$ cat src/rtl/div_pkg.sv
// Shared definitions for the sequential non-restoring divider.
//   div_state_t        : controller states (IDLE, RUN, FIX, DONE)
//   DIV_WIDTH_DEFAULT  : default operand width
package div_pkg;

    localparam int unsigned DIV_WIDTH_DEFAULT = 8;

    typedef enum logic [1:0] {
        IDLE = 2'd0,
        RUN  = 2'd1,
        FIX  = 2'd2,
        DONE = 2'd3
    } div_state_t;

endpackage : div_pkg

$ cat src/rtl/cas_row.sv
// One row of controlled add/subtract cells.
//   a, b  : N-bit operands
//   sub   : 0 -> s = a + b, 1 -> s = a - b (two's complement)
//   s     : N-bit result
//   cout  : carry out of the top cell
module cas_row #(
    parameter int unsigned N = 9
) (
    input  logic [N-1:0] a,
    input  logic [N-1:0] b,
    input  logic         sub,
    output logic [N-1:0] s,
    output logic         cout
);

    logic [N:0] sum;

    // Subtraction is addition of the inverted operand with the carry-in set.
    assign sum  = {1'b0, a} + {1'b0, b ^ {N{sub}}} + {{N{1'b0}}, sub};
    assign s    = sum[N-1:0];
    assign cout = sum[N];

endmodule : cas_row

$ cat src/rtl/seq_nonrestoring_divider.sv
// Sequential unsigned non-restoring divider, one quotient bit per clock.
// A single CAS row is reused for every iteration and for the final
// remainder correction.
//   clk, rst            : clock, synchronous active-high reset
//   start               : request, honoured only when not busy
//   dividend, divisor   : operands, captured in the accepting cycle
//   busy                : division in progress (RUN or FIX)
//   done                : one-cycle pulse when a result becomes valid
//   quotient, remainder : registered results, held until the next result
//   div_by_zero         : registered flag, set with a divide-by-zero result
module seq_nonrestoring_divider
    import div_pkg::*;
#(
    parameter int unsigned WIDTH = DIV_WIDTH_DEFAULT
) (
    input  logic             clk,
    input  logic             rst,
    input  logic             start,
    input  logic [WIDTH-1:0] dividend,
    input  logic [WIDTH-1:0] divisor,
    output logic             busy,
    output logic             done,
    output logic [WIDTH-1:0] quotient,
    output logic [WIDTH-1:0] remainder,
    output logic             div_by_zero
);

    localparam int unsigned CW = $clog2(WIDTH + 1);

    div_state_t       state, state_next;
    logic [CW-1:0]    cnt;
    logic [WIDTH:0]   a_reg;      // partial remainder, two's complement
    logic [WIDTH-1:0] q_reg;      // dividend shifting out, quotient shifting in
    logic [WIDTH:0]   m_reg;      // zero-extended divisor

    logic [WIDTH:0]   cas_a;
    logic [WIDTH:0]   cas_s;
    logic             cas_sub;
    logic             unused_cout;
    logic             accept;
    logic             divisor_zero;

    assign divisor_zero = (divisor == '0);
    assign accept       = start && ((state == IDLE) || (state == DONE));

    // RUN: shift {A,Q} left one place, then subtract M while A is
    // non-negative, add it back while A is negative.
    // FIX: a negative final A is restored by one addition of M.
    always_comb begin
        cas_a   = {a_reg[WIDTH-1:0], q_reg[WIDTH-1]};
        cas_sub = ~a_reg[WIDTH];
        if (state == FIX) begin
            cas_a   = a_reg;
            cas_sub = 1'b0;
        end
    end

    cas_row #(
        .N (WIDTH + 1)
    ) u_cas_row (
        .a    (cas_a),
        .b    (m_reg),
        .sub  (cas_sub),
        .s    (cas_s),
        .cout (unused_cout)
    );

    always_ff @(posedge clk) begin
        if (rst) begin
            state <= IDLE;
        end else begin
            state <= state_next;
        end
    end

    always_comb begin
        state_next = state;
        busy       = 1'b0;
        done       = 1'b0;
        case (state)
            IDLE: begin
                if (start) begin
                    state_next = divisor_zero ? DONE : RUN;
                end
            end
            RUN: begin
                busy = 1'b1;
                if (cnt == CW'(1)) begin
                    state_next = FIX;
                end
            end
            FIX: begin
                busy       = 1'b1;
                state_next = DONE;
            end
            DONE: begin
                done       = 1'b1;
                state_next = IDLE;
                if (start) begin
                    state_next = divisor_zero ? DONE : RUN;
                end
            end
            default: state_next = IDLE;
        endcase
    end

    always_ff @(posedge clk) begin
        if (rst) begin
            cnt         <= '0;
            a_reg       <= '0;
            q_reg       <= '0;
            m_reg       <= '0;
            quotient    <= '0;
            remainder   <= '0;
            div_by_zero <= 1'b0;
        end else begin
            case (state)
                IDLE, DONE: begin
                    if (accept) begin
                        if (divisor_zero) begin
                            quotient    <= '1;
                            remainder   <= dividend;
                            div_by_zero <= 1'b1;
                        end else begin
                            a_reg <= '0;
                            q_reg <= dividend;
                            m_reg <= {1'b0, divisor};
                            cnt   <= CW'(WIDTH);
                        end
                    end
                end
                RUN: begin
                    a_reg <= cas_s;
                    q_reg <= {q_reg[WIDTH-2:0], ~cas_s[WIDTH]};
                    cnt   <= cnt - CW'(1);
                end
                FIX: begin
                    if (a_reg[WIDTH]) begin
                        a_reg     <= cas_s;
                        remainder <= cas_s[WIDTH-1:0];
                    end else begin
                        remainder <= a_reg[WIDTH-1:0];
                    end
                    quotient    <= q_reg;
                    div_by_zero <= 1'b0;
                end
                default: ;
            endcase
        end
    end

endmodule : seq_nonrestoring_divider

$ cat config.mk
export PLATFORM = sky130hd
export DESIGN_NAME = seq_nonrestoring_divider
export DESIGN_NICKNAME = d
export VERILOG_FILES = /design/src/rtl/div_pkg.sv /design/src/rtl/cas_row.sv /design/src/rtl/seq_nonrestoring_divider.sv
export SDC_FILE = /design/constraint.sdc
export NUM_CORES = 1
export LEC_CHECK = 0
export ABC_AREA = 0
export CAP_MARGIN = 20
export CORE_UTILIZATION = 55
export DETAILED_ROUTE_END_ITERATION = 12
export DONT_BUFFER_PORTS = 1
export PLACE_DENSITY = 0.7
export RECOVER_POWER = 25
export SLEW_MARGIN = 0
export SYNTH_ARGS = -nofsm -noshare
export SYNTH_HDL_FRONTEND = slang
export SYNTH_HIERARCHICAL = 1
export SYNTH_SLANG_ARGS = --single-unit
$ cat constraint.sdc
create_clock -name clk -period 4.2 [get_ports clk]
set_clock_uncertainty 0.2 [all_clocks]
set_input_delay 0.84 -clock clk [delete_from_list [all_inputs] [get_ports clk]]
set_output_delay 0.84 -clock clk [all_outputs]
set_load 0.005 [all_outputs]
**Word-level counts from Yosys, hierarchy flattened**

Index checks and enable logic that the tools add are counted.

- Flip-flop bits (word level): 48
- Output and inout port bits: 19
- Input port bits: 19
- Logic and storage cells: 69

- Mux-type cells: 29
- Add/subtract/negate cells: 3
- Reductions and logical operators: 14
- Bitwise logic cells: 4
- Eq/ne operators: 10

Operators with widths:

| cell | count |
|---|---|
| 8-bit two-way mux | 7 |
| 8-bit case mux with 2 select lines | 3 |
| 9-bit two-way mux | 4 |
| 9-bit case mux with 3 select lines | 1 |
| 2-bit != test (second input constant) | 6 |
| 3-bit AND reduction | 4 |
| 9-bit by 1-bit adder with 9-bit output | 1 |
| 9-bit adder | 1 |
| 8-bit by 9-bit XOR with 9-bit output | 1 |
| 8-bit zero test | 1 |
| 2-bit two-way mux | 4 |
| 4-bit two-way mux | 2 |
| 2-bit case mux with 4 select lines | 1 |
| 4-bit case mux with 2 select lines | 1 |
| 1-bit two-way mux | 5 |
| 2-bit == test (second input constant) | 2 |
| 4-bit by 1-bit == test with 1-bit output (second input constant) | 1 |
| 2-bit AND reduction | 2 |
| 2-bit nonzero test | 2 |
| 2-bit OR reduction | 2 |
| 4-bit by 1-bit subtractor with 4-bit output (second input constant) | 1 |
| 1-bit NOT | 3 |
| 2-bit by 1-bit == test with 1-bit output (second input constant) | 1 |
| 2-bit zero test | 1 |
| other kinds (3) | 3 |

**Longest topological paths before layout**

- Word-level depth: 7
- Gate-level depth with buffers: 16
- Mapped depth without buffers: 13

**By module**

Netlist, hierarchy kept.

By module, submodules not included:

| module | area each (µm²) | cells each | instances |
|---|---|---|---|
| seq_nonrestoring_divider | 2428.6 | 267 | 1 |
| cas_row | 494.2 | 63 | 1 |

**Worst setup path after synthesis**

OpenSTA, ideal clock, no wires.

- Path kind: reg-to-reg
- Start: register state[0]
- End: register remainder[7]
- Slack: 0.581 ns
- Clock period less this slack: 3.619 ns
- Data arrival time: 3.292 ns
- Path buffers: 2
- Cell stages (with the launch flop): 15
- Path through: dfxtp_1 > inv_1 > ha_1 > clkbuf_1 > clkbuf_1 > mux2_2 > ha_1 > a2111o_1 > a31o_1 > and3_1 > a311o_1 > mux2i_1 > a21oi_1 > mux2i_1 > nor2_1

RTL lines:

| element | RTL line | RTL |
|---|---|---|
| start: declaration | seq_nonrestoring_divider.sv:30 | `div_state_t state, state_next;` |
| start signal: assignment | seq_nonrestoring_divider.sv:72 | `state <= state_next;` |
| 2-bit == test | seq_nonrestoring_divider.sv:52 | `if (state == FIX) begin` |
| 9-bit two-way mux | seq_nonrestoring_divider.sv:52 |  |
| via cas_a[2] | seq_nonrestoring_divider.sv:36 | `logic [WIDTH:0] cas_a;` |
| 9-bit adder | cas_row.sv:19 | `assign sum = {1'b0, a} + {1'b0, b ^ {N{sub}}} + {{N{1'b0}}, sub};` |
| 9-bit by 1-bit adder with 9-bit output | cas_row.sv:19 |  |
| via cas_s[7] | seq_nonrestoring_divider.sv:37 | `logic [WIDTH:0] cas_s;` |
| 8-bit two-way mux | seq_nonrestoring_divider.sv:138 | `if (a_reg[WIDTH]) begin` |
| 8-bit case mux with 2 select lines | seq_nonrestoring_divider.sv:117 | `case (state)` |
| end signal: assignment | seq_nonrestoring_divider.sv:122 | `remainder <= dividend;` |
| end signal: assignment | seq_nonrestoring_divider.sv:140 | `remainder <= cas_s[WIDTH-1:0];` |
| end signal: assignment | seq_nonrestoring_divider.sv:142 | `remainder <= a_reg[WIDTH-1:0];` |
| end: declaration | seq_nonrestoring_divider.sv:24 | `output logic [WIDTH-1:0] remainder,` |

The timed path passes the listed nets, and every way through them passes these cells.
A chain may end at the register's enable or synchronous reset.

**Final worst setup path**

- Start: register state[0]
- End: register q_reg[0]

RTL lines:

| element | RTL line | RTL |
|---|---|---|
| 2-bit == test | seq_nonrestoring_divider.sv:52 |  |
| 9-bit two-way mux | seq_nonrestoring_divider.sv:52 |  |
| via cas_a[0] | seq_nonrestoring_divider.sv:36 |  |
| 9-bit adder | cas_row.sv:19 |  |
| 9-bit by 1-bit adder with 9-bit output | cas_row.sv:19 |  |
| via cas_s[8] | seq_nonrestoring_divider.sv:37 |  |
| 1-bit NOT | seq_nonrestoring_divider.sv:134 | `q_reg <= {q_reg[WIDTH-2:0], ~cas_s[WIDTH]};` |
| 8-bit case mux with 2 select lines | seq_nonrestoring_divider.sv:117 |  |
| end signal: assignment | seq_nonrestoring_divider.sv:126 | `q_reg <= dividend;` |
| end signal: assignment | seq_nonrestoring_divider.sv:134 |  |
| end: declaration | seq_nonrestoring_divider.sv:33 | `logic [WIDTH-1:0] q_reg;` |

The timed path passes the listed nets, and every way through them passes these cells.

==> key figures <==
Place
  • PortBufs: 0
  • Placed inst area: 0.00291 mm²
  • DPL Wire Length: around 4500 µm
  • Placer's final routability congestion estimate: 0.891

Global routing
  • Largest net degree at the start of global routing: 44
  • Total track usage: a little under a quarter
  • M1 GR Usage: around 31%
  • Met2 Usage GRT: approximately two fifths
  • GR Util met3: under 10%
  • Initial antenna violation count: 0
  • GR peak layer: met2
  • First-pass GRT wire length: approximately 10000 µm
  • Gr ovfl total: 0
  • Vias in the first global route: ~2200

Power and ir drop
  • Internal power: between 1000 and 1500 µW
  • Clk network pwr share: ~15%
  • LEAKAGE: around 0.0011 µW
  • Sequential Power Share: between 20 and 30%
  • Comb power frac: 57.2%
  • Switch share: 43.9%
  • Sw power: 1050 µW
  • PD cells: a little under 800 mW/mm²
  • Maximum VDD drop: approximately 470 µV

Critical path
  • Worst path max stage delay: 0.43 ns
  • Worst Path Buf+Inv: 2
  • R2r setup slk: approximately 0.59 ns
  • Critical Path End Type: flip-flop
  • Crit start category: flip-flop
  • Most frequent CP cell: o21ai_0
  • Worst R2R Path Depth: 13
  • Worst path slowest cell: o41ai_1
  • Cell Chain, Critical Path: inv_1 > ha_1 > buf_4 > mux2_2 > mux2_4 > fa_1 > a21oi_1 > o211ai_1 > o41ai_1 > xnor2_1 > a211oi_1 > o21ai_0 > o21ai_0
  • CP required: 4.23 ns
  • Worst EP arrival: 3.64 ns
  • CP delay by family, top: compound AO/OA/AOI/OAI gates
  • Crit path kind: reg -> reg
  • Reg-to-Reg Start: state[0]
  • Crit Path Max Fanout: 13
  • Capture point of the worst reg-to-reg path: q_reg[0]

Clock tree
  • CTS clk-pin slew, worst paths: approximately 0.09 ns
  • Clock sink total: 48
  • Max clock buf depth: 2
  • Post-CTS resize count: 0
  • CTS buffer count: 5
  • Setup bufs post-CTS: 0
  • CTS root buf: clkbuf_8
  • CTS tree: built
  • Post-CTS Hold Buffers: 0
  • Worst-skew pair later-pin latency: ~0.3 ns
  • H-tree levels: 2

Layout
  • Fin nets: approximately 350
  • Finished Cell Area: 0.00304 mm²
  • Synth-to-Final Area Change: 5.15%
  • Layout cell share with drive strength beyond 1: about an eighth
  • Antenna cells: 0
  • Largest register FFs: 9
  • Fillers: 474

Floorplan
  • DIE HEIGHT: ~74 µm
  • CORE AREA: about 0.0051 mm²
  • Die ar.: ~0.0055 mm²
  • Initial cell density of the core: a little under three fifths
  • Number of top-level pins: 38
  • DIE WIDTH: 74.5 µm
  • FP Rows: 26

Drt
  • WL/cell: between 15 and 20 µm
  • Final ANT Viol Nets: 0
  • DRT Pass-1 Iters: 4
  • WL final: approximately 6200 µm
  • Residual DRC: 0
  • Via density: approximately 6
  • Via count: 2324
  • Initial DRC count: between 100 and 150

STA
  • Fmax: between 200 and 300 MHz
  • Slew Limit Headroom: ~33%
  • RSZ-0062 raised after global routing: no
  • Pins over their slew limit: 0
  • Final setup vio count: 0
  • Worst-Margin Slew: around 1.0 ns
  • Setup TNS: 0 ns
  • Final period util: 86.0%
  • Hold Vio Cnt, Final: 0
  • Min Clock Period, post-route: between 3 and 4 ns

Hold path
  • Hold path depth: 2
  • Hold_sp: div_by_zero
  • End of the worst hold path: div_by_zero
  • Min-delay worst type: reg -> reg

Synthesis
  • Mean Syn Cell Area: approximately 9 µm²
  • Mapped cell area: just under 0.003 mm²
  • Synth warn: 6
  • Post-Synthesis Cells: 323
  • Syn Nets: ~360

Flow run
  • # Max-Cap Violations: 0

Status
  • Outcome: complete, no violations
-- worst min-delay path: stages (launching register included) --
cell and delay (ns):
dfxtp_1 0.33, o21ai_0 0.07, a21oi_1 0.07
-- power groups by stage --
| stage | clock network [µW] | logic (µW) | registers, µW |
|---|---|---|---|
| floorplan | 0 | 1130 | 647 |
| global placement | 0 | 1320 | 672 |
| detailed placement | 0 | 1340 | 677 |
| CTS | 362 | 1350 | 666 |
| global route | 384 | 1510 | 682 |
| finish | 356 | 1360 | 665 |
-- routing by layer --
| layer | routed length [µm] | vias up |
|---|---|---|
| met2 | 2940 | 56 |
| met3 | 261 | 10 |
| met4 | 129 | 0 |
| met1 | 2890 | 1109 |
| met5 | 0 | - |
| li1 | - | 1149 |
-- area by class of cell --
| type | instances | area, µm² | area share, % |
|---|---|---|---|
| multi-input combinational | 241 | 1790 | 58.8 |
| sequential | 48 | 961 | 31.6 |
| tap | 70 | 87.6 | 2.88 |
| clock buffer | 6 | 82.6 | 2.72 |
| timing repair buffer | 6 | 48.8 | 1.61 |
| clock inverter | 2 | 38.8 | 1.28 |
| inverter | 9 | 33.8 | 1.11 |
-- worst max path at each step --
stage | from | to | slack [ns] | depth (start not counted)
CTS | state[0] | q_reg[0] | 0.64 | 13
finish | state[0] | q_reg[0] | 0.59 | 13
global placement | state[0] | q_reg[0] | 0.79 | 13
detailed placement | state[0] | q_reg[0] | 0.69 | 13
floorplan | state[0] | remainder[7] | 0.60 | 14
global route | state[0] | q_reg[0] | 0.38 | 13
-- layout by cell type (no fill, tap or decap), drive strengths merged, types with 4 or more instances in the layout --
| master | instances |
|---|---|
| a211oi | 9 |
| a21oi | 23 |
| a311oi | 8 |
| and3 | 4 |
| buf | 6 |
| clkbuf | 6 |
| dfxtp | 48 |
| ha | 16 |
| inv | 9 |
| mux2 | 10 |
| mux2i | 33 |
| nand2 | 18 |
| nand3 | 4 |
| nor2 | 35 |
| nor3 | 12 |
| o21ai | 8 |
| o221a | 8 |
| xnor2 | 4 |
| xor2 | 11 |
-- through the flow --
step	util, %	worst slack, ns	total power [µW]	hold WS, ns	std cells
floorplan	-	0.596	1780	0.249	323
global placement	57.2	0.785	1990	0.277	373
detailed placement	57.2	0.692	2020	0.295	373
CTS	59.6	0.638	2380	0.308	381
global route	59.9	0.378	2580	0.332	382
finish	59.9	0.589	2380	0.305	382
No activity file was read; power rests on OpenSTA's default activity.
